$ cat src/rtl/cycle_sequencer_pkg.sv
// Shared control-unit definitions for the cycle sequencer.
//   seq_state_e         : sequencer states (FETCH=0, RUN=1, HALT=2)
//   N_STEPS_DEF         : default T-states per M-cycle
//   N_MCYCLES_DEF       : default maximum M-cycles per instruction
//   STEP_ONEHOT_FIRST   : first T-state vector
//   COUNT_ONEHOT_FIRST  : first M-cycle vector
package cycle_sequencer_pkg;

  localparam int N_STEPS_DEF   = 4;
  localparam int N_MCYCLES_DEF = 8;

  typedef enum logic [1:0] {
    ST_FETCH = 2'd0,
    ST_RUN   = 2'd1,
    ST_HALT  = 2'd2
  } seq_state_e;

  localparam logic [3:0] STEP_ONEHOT_FIRST  = 4'b0001;
  localparam logic [7:0] COUNT_ONEHOT_FIRST = 8'b00000001;

endpackage

$ cat src/rtl/cycle_sequencer_onehot_ring.sv
// Rotating one-hot register with synchronous clear and advance enable.
//   clk : clock
//   clr : synchronous clear to FIRST (dominates en)
//   en  : rotate left by one position
//   q   : one-hot ring value
module cycle_sequencer_onehot_ring #(
  parameter int               WIDTH = 4,
  parameter logic [WIDTH-1:0] FIRST = WIDTH'(1)
) (
  input  logic             clk,
  input  logic             clr,
  input  logic             en,
  output logic [WIDTH-1:0] q
);

  always_ff @(posedge clk) begin
    if (clr) begin
      q <= FIRST;
    end else if (en) begin
      q <= {q[WIDTH-2:0], q[WIDTH-1]};
    end
  end

endmodule

$ cat src/rtl/cycle_sequencer.sv
// Control-unit cycle sequencer: generates one-hot T-state and M-cycle
// vectors for the decoder bank, qualifies the decoders, strobes IR loads,
// and handles the boot/wake fetch and HALT.
//   i_Clk, i_Reset_n : clock, synchronous active-low reset
//   i_CE, i_Stall    : advance when i_CE=1 and i_Stall=0
//   i_IR_Fetch       : current M-cycle is the instruction's last
//   i_Halt_Req       : enter HALT at the end of the current instruction
//   i_Int_Pending    : wakes the sequencer from HALT
//   o_Cycle_Step     : one-hot T-state
//   o_Cycle_Count    : one-hot M-cycle
//   o_Active/o_Fetch_Only/o_Halted : state decodes
//   o_IR_Load        : single-clock IR load strobe
//   o_Mcycle_End     : this clock completes an M-cycle
//   o_Seq_Error      : sticky overrun flag
module cycle_sequencer
  import cycle_sequencer_pkg::*;
#(
  parameter int N_STEPS   = N_STEPS_DEF,
  parameter int N_MCYCLES = N_MCYCLES_DEF
) (
  input  logic                 i_Clk,
  input  logic                 i_Reset_n,
  input  logic                 i_CE,
  input  logic                 i_Stall,
  input  logic                 i_IR_Fetch,
  input  logic                 i_Halt_Req,
  input  logic                 i_Int_Pending,
  output logic [N_STEPS-1:0]   o_Cycle_Step,
  output logic [N_MCYCLES-1:0] o_Cycle_Count,
  output logic                 o_Active,
  output logic                 o_Fetch_Only,
  output logic                 o_IR_Load,
  output logic                 o_Mcycle_End,
  output logic                 o_Halted,
  output logic                 o_Seq_Error
);

  localparam logic [N_STEPS-1:0]   STEP_FIRST  = N_STEPS'(STEP_ONEHOT_FIRST);
  localparam logic [N_MCYCLES-1:0] COUNT_FIRST = N_MCYCLES'(COUNT_ONEHOT_FIRST);

  seq_state_e             state_q, state_d;
  logic [N_MCYCLES-1:0]   count_q, count_d;
  logic                   err_q, err_d;
  logic                   ir_load;
  logic                   adv;
  logic                   mcycle_end;
  logic [N_STEPS-1:0]     step_q;

  // Reset gates the advance so no strobe escapes during a reset clock.
  assign adv        = i_Reset_n & i_CE & ~i_Stall;
  assign mcycle_end = adv & step_q[N_STEPS-1];

  cycle_sequencer_onehot_ring #(
    .WIDTH (N_STEPS),
    .FIRST (STEP_FIRST)
  ) u_step_ring (
    .clk (i_Clk),
    .clr (~i_Reset_n),
    .en  (adv),
    .q   (step_q)
  );

  always_comb begin
    state_d = state_q;
    count_d = count_q;
    err_d   = err_q;
    ir_load = 1'b0;
    if (mcycle_end) begin
      unique case (state_q)
        ST_FETCH: begin
          count_d = COUNT_FIRST;
          ir_load = 1'b1;
          state_d = ST_RUN;
        end
        ST_RUN: begin
          if (i_IR_Fetch) begin
            // HALT's own opcode fetch is real, so the IR still loads.
            count_d = COUNT_FIRST;
            ir_load = 1'b1;
            state_d = i_Halt_Req ? ST_HALT : ST_RUN;
          end else if (count_q[N_MCYCLES-1]) begin
            // Overran the count without a decoder finishing: refetch.
            count_d = COUNT_FIRST;
            err_d   = 1'b1;
            state_d = ST_FETCH;
          end else begin
            count_d = {count_q[N_MCYCLES-2:0], 1'b0};
          end
        end
        ST_HALT: begin
          count_d = COUNT_FIRST;
          if (i_Int_Pending) begin
            state_d = ST_FETCH;
          end
        end
        default: begin
          count_d = COUNT_FIRST;
          state_d = ST_FETCH;
        end
      endcase
    end
  end

  always_ff @(posedge i_Clk) begin
    if (!i_Reset_n) begin
      state_q <= ST_FETCH;
      count_q <= COUNT_FIRST;
      err_q   <= 1'b0;
    end else begin
      state_q <= state_d;
      count_q <= count_d;
      err_q   <= err_d;
    end
  end

  assign o_Cycle_Step  = step_q;
  assign o_Cycle_Count = count_q;
  assign o_Active      = (state_q == ST_RUN);
  assign o_Fetch_Only  = (state_q == ST_FETCH);
  assign o_Halted      = (state_q == ST_HALT);
  assign o_IR_Load     = ir_load;
  assign o_Mcycle_End  = mcycle_end;
  assign o_Seq_Error   = err_q;

endmodule

$ cat config.mk
export PLATFORM = sky130hd
export DESIGN_NAME = cycle_sequencer
export DESIGN_NICKNAME = d
export VERILOG_FILES = /design/src/rtl/cycle_sequencer_pkg.sv /design/src/rtl/cycle_sequencer_onehot_ring.sv /design/src/rtl/cycle_sequencer.sv
export SDC_FILE = /design/constraint.sdc
export NUM_CORES = 1
export LEC_CHECK = 0
export ABC_AREA = 1
export ABC_CLOCK_PERIOD_IN_PS = 1000
export BUFFER_PORTS_ARGS = -buffer_cell sky130_fd_sc_hd__buf_4
export CAP_MARGIN = 20
export CORE_UTILIZATION = 42
export DETAILED_ROUTE_END_ITERATION = 7
export GPL_TIMING_DRIVEN = 0
export PLACE_DENSITY = 0.76
export SLEW_MARGIN = 20
export SYNTH_ARGS = -nofsm -noshare
export SYNTH_HDL_FRONTEND = slang
export SYNTH_HIERARCHICAL = 1
export SYNTH_SLANG_ARGS = --single-unit
$ cat constraint.sdc
create_clock -name i_Clk -period 1 [get_ports i_Clk]
set_input_delay 0.05 -clock i_Clk [delete_from_list [all_inputs] [get_ports i_Clk]]
set_output_delay 0.05 -clock i_Clk [all_outputs]
set_load 0.01 [all_outputs]
# Yosys cells after proc, flatten, opt, wreduce, memory -nomap -nowiden
# Index checks and enable logic that the tools add are counted.
[totals] elab_cells=27 regBits=15 input_bits=7 out_inout_bits=18
[op_classes] bitwise=5 reduce_logical=3 muxes=11 eq_ne=4
[op_table] op="$mux W8" count=3
[op_table] op="$mux W2" count=4
[op_table] op="$pmux W2 S3" count=1
[op_table] op="$reduce_and A4 Y1" count=1
[op_table] op="$and A1 B1 Y1" count=3
[op_table] op="$ne A3 B2 Y1 const B" count=1
[op_table] op="$reduce_and A3 Y1" count=1
[op_table] op="$eq A2 B1 Y1 const B" count=1
[op_table] op="$eq A2 B2 Y1 const B" count=1
[op_table] op="$logic_not A2 Y1" count=1
[op_table] op="$mux W1" count=2
[op_table] op="$ne A2 B2 Y1 const B" count=1
[op_table] op="$not A1 Y1" count=2
[op_table] op="$pmux W1 S2" count=1

# Longest topological paths before layout
# Gate-level depths: netlist of run 1.
[logic_depth] depth_word=4 mapped_depth=7 depth_no_buf=7

# By module
# The synthesis of run 1 kept the hierarchy.
[modules_own_cells] module="cycle_sequencer" cells_per_inst=75 seq_area_each_um2=220.2 area_each_um2=534.3 n_inst=1
[modules_own_cells] module="cycle_sequencer_onehot_ring" cells_per_inst=25 seq_area_each_um2=80.1 area_each_um2=175.2 n_inst=1

# Worst setup path after synthesis of run 1
# OpenSTA, ideal clock, no wires.
[synth_timing] kind="register to register" start="register u_step_ring.q[3]" end="register count_q[1], in the netlist o_Cycle_Count[1]" path_buffers=0 path_stages_with_launch=6 t_required_ns=0.884 period_less_slack_ns=1.067 arrival_time_ns=0.951 path_slack_ns=-0.067 setup_ns=0.116 path_cell_list="dfxtp_1 inv_1 nor2_8 nand2_4 nand2_2 nor2_1"
[synth_via] elab_chain_len=1
[synth_lines] item="from (decl)" line_no="cycle_sequencer_onehot_ring.sv:13" source="output logic [WIDTH-1:0] q"
[synth_lines] item="from (signal assigned)" line_no="cycle_sequencer_onehot_ring.sv:20" source="q <= {q[WIDTH-2:0], q[WIDTH-1]};"
[synth_lines] item="$and A1 B1 Y1" line_no="cycle_sequencer.sv:51" source="assign mcycle_end = adv & step_q[N_STEPS-1];"
[synth_lines] item="named net o_Mcycle_End" line_no="cycle_sequencer.sv:33" source="output logic o_Mcycle_End,"
[synth_lines] item="to (signal assigned)" line_no="cycle_sequencer.sv:111" source="count_q <= count_d;"
[synth_lines] item="to (decl)" line_no="cycle_sequencer.sv:42" source="logic [N_MCYCLES-1:0] count_q, count_d;"
# The timed path passes the listed nets, and every way through them passes these cells.
# A chain may end at the register's enable or synchronous reset.

# Final worst setup path of run 1
[layout_timing] start="register u_step_ring.q[3]" end="output o_IR_Load"
[layout_via] elab_chain_len=2
[layout_lines] item="$and A1 B1 Y1" line_no="cycle_sequencer.sv:51"
[layout_lines] item="$mux W1" line_no="cycle_sequencer.sv:68" source="if (mcycle_end) begin"
[layout_lines] item="to (decl)" line_no="cycle_sequencer.sv:32" source="output logic o_IR_Load,"
# Every way passes these cells.

==> results of run 1 <==
## logic make-up (layout without fill, tap and decap cells)
group | after synthesis | count (layout) | synth area share, %
compound gates | 11 | 11 | 8.11
buf+inv | 19 | 56 | 11.3
simple gates | 55 | 55 | 38.3
flops | 15 | 15 | 42.3
## metal layers
metal  vias up  share of wire (%)  track usage, %
li1        382                  -               -
met1       327                 42            21.1
met2        17                 52            33.1
met3         5                3.4            1.28
met4         0                2.0            10.9
met5         -                  0               0
## worst max path at each step
stage | start | end | slack, ns | cells past startpoint
2_1_floorplan | u_step_ring/q[3] | o_Cycle_Count[1] | 0.008 | 5
3_3_place_gp | state_q[1] | state_q[1] | -0.06 | 5
3_5_place_dp | state_q[1] | state_q[1] | -0.1 | 5
4_1_cts | u_step_ring/q[3] | o_IR_Load | -0.15 | 4
5_1_grt | u_step_ring/q[3] | o_IR_Load | -0.27 | 4
6_report | u_step_ring/q[3] | o_IR_Load | -0.19 | 4
## cell usage after synthesis, drive strengths merged
library cell	n	area (sq um)
nand3b	1	7.51
o21ai	9	45.0
o211ai	1	7.51
nor2	23	115
nand3	5	30.0
a21oi	1	5.00
inv	17	63.8
nor3	1	5.00
nand2	24	108
nand4	1	6.26
buf	2	16.3
dfxtp	15	300
## sequential cells by signal, summed over array words and instances (netlist names)
signal,flops
o_Seq_Error,1
o_Cycle_Count,8
state_q,2
u_step_ring/q,4
## critical path: cells and delay by family (launching register included)
kind | cells | cell delay (ns)
flip-flops | 1 | 0.36
buffers and inverters | 2 | 0.27
AND/OR/NAND/NOR | 2 | 0.23
## power by group through the flow
stage | clock network (W) | logic (W) | registers (W)
5_1_grt | 0.000378 | 0.000168 | 0.000621
6_report | 0.000355 | 0.000154 | 0.000619
3_3_place_gp | 0 | 0.000121 | 0.000635
4_1_cts | 0.000361 | 0.000138 | 0.000618
2_1_floorplan | 0 | 0.0000621 | 0.000640
3_5_place_dp | 0 | 0.000123 | 0.000636
## cell usage in the layout (no fill, tap or decap)
cell type | Yosys | layout
nand2_4 | 1 | 4
o21ai_1 | 0 | 1
nor2_2 | 2 | 3
inv_1 | 16 | 14
dfxtp_4 | 0 | 1
buf_6 | 1 | 8
nor2_1 | 19 | 16
nand4_1 | 1 | 1
nand3b_1 | 1 | 1
nor2_8 | 1 | 1
dfxtp_2 | 0 | 2
nand3_2 | 1 | 2
nor3_4 | 0 | 1
nor2_4 | 1 | 3
inv_2 | 1 | 3
nand3_1 | 4 | 3
clkbuf_4 | 0 | 3
clkbuf_1 | 0 | 1
o21ai_0 | 9 | 4
dfxtp_1 | 15 | 12
o21ai_2 | 0 | 4
nand2_2 | 4 | 6
nand2_1 | 19 | 14
a21oi_1 | 1 | 1
o211ai_1 | 1 | 1
buf_4 | 0 | 27
## what timing repair did
| item | CTS | global route |
|---|---|---|
| setup buffers | 7 | 2 |
| cloned | 0 | 0 |
| endpoints found under the setup margin | 13 | 16 |
| pin swaps | 5 | 5 |
| gates resized for setup | 16 | 20 |
## layout make-up
cell class	instances	area, sq um	share of cell area [%]
inverters	17	63.8	5.72
clock buffers	4	26.3	2.36
plain buffers	2	22.5	2.02
well taps	16	20.0	1.80
repair buffers	33	270	24.2
multi-input cells	66	405	36.4
flip-flops and latches	15	307	27.5
## through the flow
stage | power (W) | cell area [sq um]
6_report | 0.00113 | 1110
5_1_grt | 0.00117 | 1110
4_1_cts | 0.00112 | 1030
3_5_place_dp | 0.000759 | 915
3_3_place_gp | 0.000757 | 915
2_1_floorplan | 0.000702 | 714
==> flow_summary.toml, run 1 <==
[outcome]
status = "finished with violations"
violations = "negative setup slack"

[floorplanning]
placementRows = 14
dieWidth_microns = 43.1
fp.dieH_microns = 43.1
io_pins = 25
initial_core_util_pct = 46.0
core_area_sq_um = 1540
dieArea_sq_um = 1860

[synth]
ys_seq_elements = 15
syn_avg_cell_area_sq_um = 7.09
ys_seq_area_share_pct = 42.3
yosysWarnings = 6
synth_fp_nets = 107
syn_inst = 100
syn_area_sq_um = 709
synthDistinctLibCells = 20

[sta]
fin_setup_tns_ns = -1.03
period_share_pct = 119
worst_slew_pin_slew_ns = 0.219
skew_ns = 0.00319
setup_ws_ns = -0.194
slew_headroom_pct = 85.4
setup_viol_count_final = 14
finalHoldViolations = 0
rsz0062_at_grt = "true"
hold_slack_ns = 0.0385
timing.fmax_mhz = 838
min_period_ns = 1.19
drv_slew = 0

[global_routing]
grt-ovfl-total = 0
grt_max_degree = 10
grt_usage_pct = 18.6
grt_pass1_wl_microns = 2550
antenna_found_initial = 0
grt_pass1_vias = 624

[clock_network]
clk_pin_slew_worst_paths_ns = 0.09
hold_buffers = 0
cts_buffer_depth = 2
cts_num_sinks = 15
cts-htree-levels = 1
clk_latency_ns = 0.29
numCtsBuffers = 3
root_buffer = "clkbuf_4"
tritoncts = "built"

[critical_path]
start_kind = "register"
critPathSlowestCell = "dfxtp_2"
cp-end-kind = "output port"
r2r_end = "state_q[0]"
worstPathMaxFanout = 4
critPathMaxStageDelay_ns = 0.36
worstPathRequired_ns = 0.95
arrival_ns = 1.14
path_cells = "nand4_1 -> buf_6 -> nor2_4 -> buf_6"
r2r_cells = 6
ff2ff_setup_slack_ns = -0.15
regToRegStartpoint = "u_step_ring/q[3]"
cpMostUsedCell = "buf_6"
criticalPathCategory = "register to output port"

[power]
p_int_w = 0.000836
switching_share_pct = 25.9
peakVddDrop_mv = 0.922
p_leak_nw = 0.566
clockPowerShare_pct = 31.5
powerDensity_nw_per_um2 = 1010
power_frac_seq_pct = 54.8
combPwrFrac_pct = 13.7
power_switching_w = 0.000292

[final_layout]
nNetsFinal = 145
insertedDiodeCount = 0
area_growth_pct = 57.1
finish.utilization_pct = 72.3
fill_cells = 114
stdcell_count = 153
layout-drive-gt1-share_pct = 49.6

[drt]
final_antenna_net_count = 0
routed_wl_microns = 1820
wl_per_cell_microns = 11.9
route.detailed.drc = 0
drtIter0Drc = 6
vias = 731
dr.pass1.iters = 4
avgViaCountPerCell = 4.78

[run]
drv_cap = 0

[placement]
dp.cells = 140
port-buffer-count = 24
place_ws_ns = -0.0969
dp_hpwl_microns = 1050
gp_routability_congestion = 0.832

[min_path]
hold_end = "o_Cycle_Count[0]"
hold_path_startpoint = "i_Reset_n"
holdPathStages = 2
min_path_type = "primary input to register"
Note: power is estimated with default switching activity, not from simulation.
==> inputs of run 2 (changes only) <==
Settings changed: BUFFER_PORTS_ARGS -buffer_cell sky130_fd_sc_hd__buf_4 to unset, CORE_UTILIZATION 42 to 49, DONT_BUFFER_PORTS set to 1, PLACE_DENSITY 0.76 to 0.7, SKIP_LAST_GASP set to 1.
==> run 2 against run 1 <==
The flow finishes with violations (negative hold slack, negative setup slack). Utilization shrank 3.9 points. Non-clock buffer count is 27 lower. Via count shrank 15%. Highest routed layer is now met3. Final area down 19%. Register-to-register slack better by 0.07 ns. First-iteration DRC count rose by 33%. Combinational power is 38% lower. Critical path depth down 1. Critical endpoint unchanged. Critical path type unchanged. Clock-buffer cell count unchanged. Wire length fell by 20%. Clock power is 4% lower.
==> flow_summary.toml, run 2 (synthesis gave the netlist of run 1 again) <==
[outcome]
status = "finished with violations"
violations = "negative hold slack, negative setup slack"

[placement]
dp.cells = 115
gp_routability_congestion = 0.601
postPlaceCellArea_sq_um = 733
place_ws_ns = -0.134
port-buffer-count = 0
dp_hpwl_microns = 958

[power]
switching_share_pct = 24.5
power_switching_w = 0.000260
combPwrFrac_pct = 9.0
peakVddDrop_mv = 0.836
powerDensity_nw_per_um2 = 1180
p_leak_nw = 0.414
clockPowerShare_pct = 32.1
power_frac_seq_pct = 58.9
p_int_w = 0.000801

[critical_path]
worstPathRequired_ns = 0.95
r2r_end = "o_Cycle_Count[2]"
arrival_ns = 1.07
r2r_cells = 5
criticalPathCategory = "register to output port"
regToRegStartpoint = "u_step_ring/q[3]"
worstPathMaxFanout = 5
cp-end-kind = "output port"
ff2ff_setup_slack_ns = -0.08
start_kind = "register"

[final_layout]
insertedDiodeCount = 0
fin_area_sq_um = 902
nNetsFinal = 119
mostFrequentLayoutCells = "inv_1, nand2_1, nor2_1"
multi_input_area_sq_um = 395
largest_reg_flops = 8
area_growth_pct = 27.2
fill_cells = 119
seqCellArea_sq_um = 310
stdcell_count = 126
layout-drive-gt1-share_pct = 34.2

[clock_network]
hold_buffers = 3
clk_latency_ns = 0.28
tritoncts = "built"
numCtsBuffers = 3
cts_num_sinks = 15
clk_pin_slew_worst_paths_ns = 0.09
cts-htree-levels = 1
cts_buffer_depth = 2
root_buffer = "clkbuf_4"

[floorplanning]
io_pins = 25
dieArea_sq_um = 1600
placementRows = 13
fp.dieH_microns = 40.1
initial_core_util_pct = 53.8
dieWidth_microns = 40.1
core_area_sq_um = 1320

[min_path]
hold_path_startpoint = "i_Reset_n"
hold_end = "o_Cycle_Count[0]"
holdPathStages = 1
min_path_type = "primary input to register"

[sta]
rsz0062_at_grt = "true"
worst_slew_pin_slew_ns = 0.252
slew_headroom_pct = 83.2
finalHoldViolations = 10
hold_slack_ns = -0.129
setup_ws_ns = -0.125
timing.fmax_mhz = 889
period_share_pct = 112
setup_viol_count_final = 12
min_period_ns = 1.12
skew_ns = 0.00224
drv_slew = 0

[global_routing]
grt_max_degree = 9
grt_pass1_wl_microns = 2110
grt_pass1_vias = 552
antenna_found_initial = 0
grt_usage_pct = 20.5
grt-ovfl-total = 0

[drt]
wl_per_cell_microns = 11.5
final_antenna_net_count = 0
dr.pass1.iters = 4
route.detailed.drc = 0
avgViaCountPerCell = 4.91
routed_wl_microns = 1450
drtIter0Drc = 8
vias = 619

[run]
drv_cap = 0
==> run 2: cell types whose count changed in the layout (fill, tap and decap cells not counted), sizes merged <==
| cell | before | now |
|---|---|---|
| buf | 35 | 5 |
| dlygate4sd3 | 0 | 3 |
| nor2 | 23 | 24 |
==> run 2: power by group through the flow <==
| stage | sequential (W) | combinational [W] | clock [W] |
|---|---|---|---|
| 2_1_floorplan | 0.000640 | 0.0000621 | 0 |
| 3_3_place_gp | 0.000643 | 0.0000691 | 0 |
| 3_5_place_dp | 0.000643 | 0.0000703 | 0 |
| 5_1_grt | 0.000627 | 0.000107 | 0.000370 |
| 6_report | 0.000625 | 0.0000958 | 0.000341 |
| 4_1_cts | 0.000627 | 0.0000941 | 0.000348 |
==> run 2: repair_timing <==
item,in CTS,in global routing
buffers inserted,3,0
endpoints found under the setup margin,14,14
hold endpoints to repair,11,10
resized for setup,23,3
cloned,1,0
pin swaps,4,0
==> run 2: metal layers <==
| metal | part of all wire, % | track usage (%) |
|---|---|---|
| met4 | 0 | 7.76 |
| met1 | 41 | 20.7 |
| met3 | 5.6 | 7.22 |
| met2 | 53 | 37.9 |
| met5 | 0 | 0 |
==> run 2: worst max path at each step <==
stage / startpoint / end / slack [ns] / depth (start not counted)
floorplan: u_step_ring/q[3] / o_Cycle_Count[1] / 0.008 / 5
global placement: u_step_ring/q[3] / o_Cycle_Count[3] / -0.1 / 5
detailed placement: state_q[0] / o_Cycle_Count[7] / -0.13 / 6
CTS: u_step_ring/q[3] / o_IR_Load / -0.13 / 3
global route: u_step_ring/q[3] / o_IR_Load / -0.17 / 3
finish: u_step_ring/q[3] / o_IR_Load / -0.12 / 3
==> run 2: worst max-delay path, stage by stage (launching register included) <==
cell	delay, ns
dfxtp_4	0.39
nand4_1	0.14
buf_6	0.17
nor2_4	0.10
==> run 2: final cells by class <==
cell class,instances,share of cell area (%)
clock buffer,4,2.91
inverter,17,7.07
multi-input combinational,67,43.8
timing repair buffer,6,7.21
buffer,2,2.50
sequential,15,34.4
tap,15,2.08
==> run 2: per-stage QoR <==
step | power, W | utilization [%] | hold slack [ns] | setup TNS (ns)
3_5_place_dp | 0.000714 | 55.7 | 0.156 | -0.974
6_report | 0.00106 | 68.5 | -0.129 | -0.535
4_1_cts | 0.00107 | 67.9 | -0.133 | -0.619
5_1_grt | 0.00110 | 68.5 | -0.144 | -1.29
2_1_floorplan | 0.000702 | - | 0.149 | 0
3_3_place_gp | 0.000712 | 55.7 | 0.160 | -0.776
==> inputs of run 3 (changes only) <==
Settings changed: SKIP_CTS_REPAIR_TIMING set to 1.
==> run 3 against run 2 <==
The run still ends with negative hold slack, negative setup slack left. Critical path depth unchanged. Global-route usage fell by 3.0 points. Via count down 1.1%. Sequential cell count stayed put. Fmax shrank 2.9%. Sequential power hardly changed. Final area down 8.2%. Wire length shrank 6.6%. Hold slack got worse by 0.0019 ns. Critical endpoint unchanged. Largest power group unchanged.
==> flow_summary.toml, run 3 (synthesis gave the netlist of run 1 again) <==
[critical_path]
arrival_ns = 1.11
start_kind = "register"
worstPathRequired_ns = 0.95
cp-end-kind = "output port"
worstPathMaxFanout = 10
criticalPathCategory = "register to output port"

[drt]
final_antenna_net_count = 0
routed_wl_microns = 1350
route.detailed.drc = 0
dr.pass1.iters = 4
avgViaCountPerCell = 5.02
drtIter0Drc = 12
wl_per_cell_microns = 11.1
vias = 612

[clock_network]
numCtsBuffers = 3
clk_pin_slew_worst_paths_ns = 0.09
tritoncts = "built"
cts_num_sinks = 15
root_buffer = "clkbuf_4"
clk_latency_ns = 0.28
cts_buffer_depth = 2
cts-htree-levels = 1

[placement]
port-buffer-count = 0
gp_routability_congestion = 0.601
postPlaceCellArea_sq_um = 733
place_ws_ns = -0.134
dp_hpwl_microns = 958

[final_layout]
mostFrequentLayoutCells = "nand2_1, nor2_1, inv_1"
finish.utilization_pct = 62.9
largest_reg_flops = 8
layout-drive-gt1-share_pct = 25.2
insertedDiodeCount = 0
area_growth_pct = 16.8
nNetsFinal = 115
fin_area_sq_um = 828
final_common_cell = "nand2_1"

[sta]
skew_ns = 0.00231
fin_setup_tns_ns = -0.844
worst_slew_pin_slew_ns = 0.247
setup_ws_ns = -0.159
hold_slack_ns = -0.131
drv_slew = 0
setup_viol_count_final = 12
slew_headroom_pct = 83.5
rsz0062_at_grt = "true"
min_period_ns = 1.16
timing.fmax_mhz = 863
period_share_pct = 116
finalHoldViolations = 12

[global_routing]
grt_pass1_wl_microns = 1810
grt_max_degree = 11
use_met3_pct = 5.56
grt_usage_pct = 17.5
antenna_found_initial = 0
grt_busiest_layer = "met2"
grt_pass1_vias = 471
grt-ovfl-total = 0
grt.met1_usage_pct = 20.1
use_met2_pct = 29.4

[floorplanning]
io_pins = 25
dieArea_sq_um = 1600
dieWidth_microns = 40.1
fp.dieH_microns = 40.1
initial_core_util_pct = 53.8
core_area_sq_um = 1320
placementRows = 13

[run]
drv_cap = 0

[power]
switching_share_pct = 24.4
clockPowerShare_pct = 32.7
powerDensity_nw_per_um2 = 1260
power_switching_w = 0.000256
power_frac_seq_pct = 59.6
combPwrFrac_pct = 7.8
p_int_w = 0.000790
p_leak_nw = 0.389
peakVddDrop_mv = 0.803

[outcome]
violations = "negative hold slack, negative setup slack"
status = "finished with violations"

[min_path]
min_path_type = "primary input to register"
## run 3: changes by cell type in the layout (fill, tap and decap cells not counted), sizes merged
| cell | before | now |
|---|---|---|
| buf | 5 | 3 |
| dlygate4sd3 | 3 | 1 |
## run 3: metrics by stage
step | power, W | instances
2_1_floorplan | 0.000702 | 100
6_report | 0.00105 | 122
3_3_place_gp | 0.000712 | 115
4_1_cts | 0.00105 | 119
5_1_grt | 0.00108 | 122
3_5_place_dp | 0.000714 | 115
## run 3: worst paths after layout
kind,startpoint,to,slack (ns),cells after the start
min reg2reg,o_Seq_Error,o_Seq_Error,0.50,2
max reg2reg,u_step_ring/q[3],o_Cycle_Count[7],-0.08,4
min,i_Reset_n,o_Cycle_Count[0],-0.13,1
max,u_step_ring/q[3],o_IR_Load,-0.16,3
## run 3: area by class of cell
type,instances,area [sq um]
Multi-Input combinational cell,67,365
Sequential cell,15,312
Buffer,2,22.5
Tap cell,15,18.8
Fill cell,119,489
Clock buffer,4,26.3
Timing Repair Buffer,2,17.5
Inverter,17,66.3
## run 3: critical path, stage by stage, from the launching register on
cell	delay, ns
dfxtp_4	0.39
nand4_1	0.16
buf_6	0.19
nor2_4	0.10
## run 3: power by group through the flow
stage | sequential, W | combinational (W) | clock, W
global placement | 0.000643 | 0.0000691 | 0
CTS | 0.000629 | 0.0000710 | 0.000348
floorplan | 0.000640 | 0.0000621 | 0
global route | 0.000626 | 0.0000922 | 0.000364
detailed placement | 0.000643 | 0.0000703 | 0
finish | 0.000623 | 0.0000812 | 0.000342
## run 3: routing by layer
metal	part of all wire [%]	up-vias
li1	-	319
met1	43	271
met2	49	20
met3	6.8	2
met4	1.0	0
met5	0	-
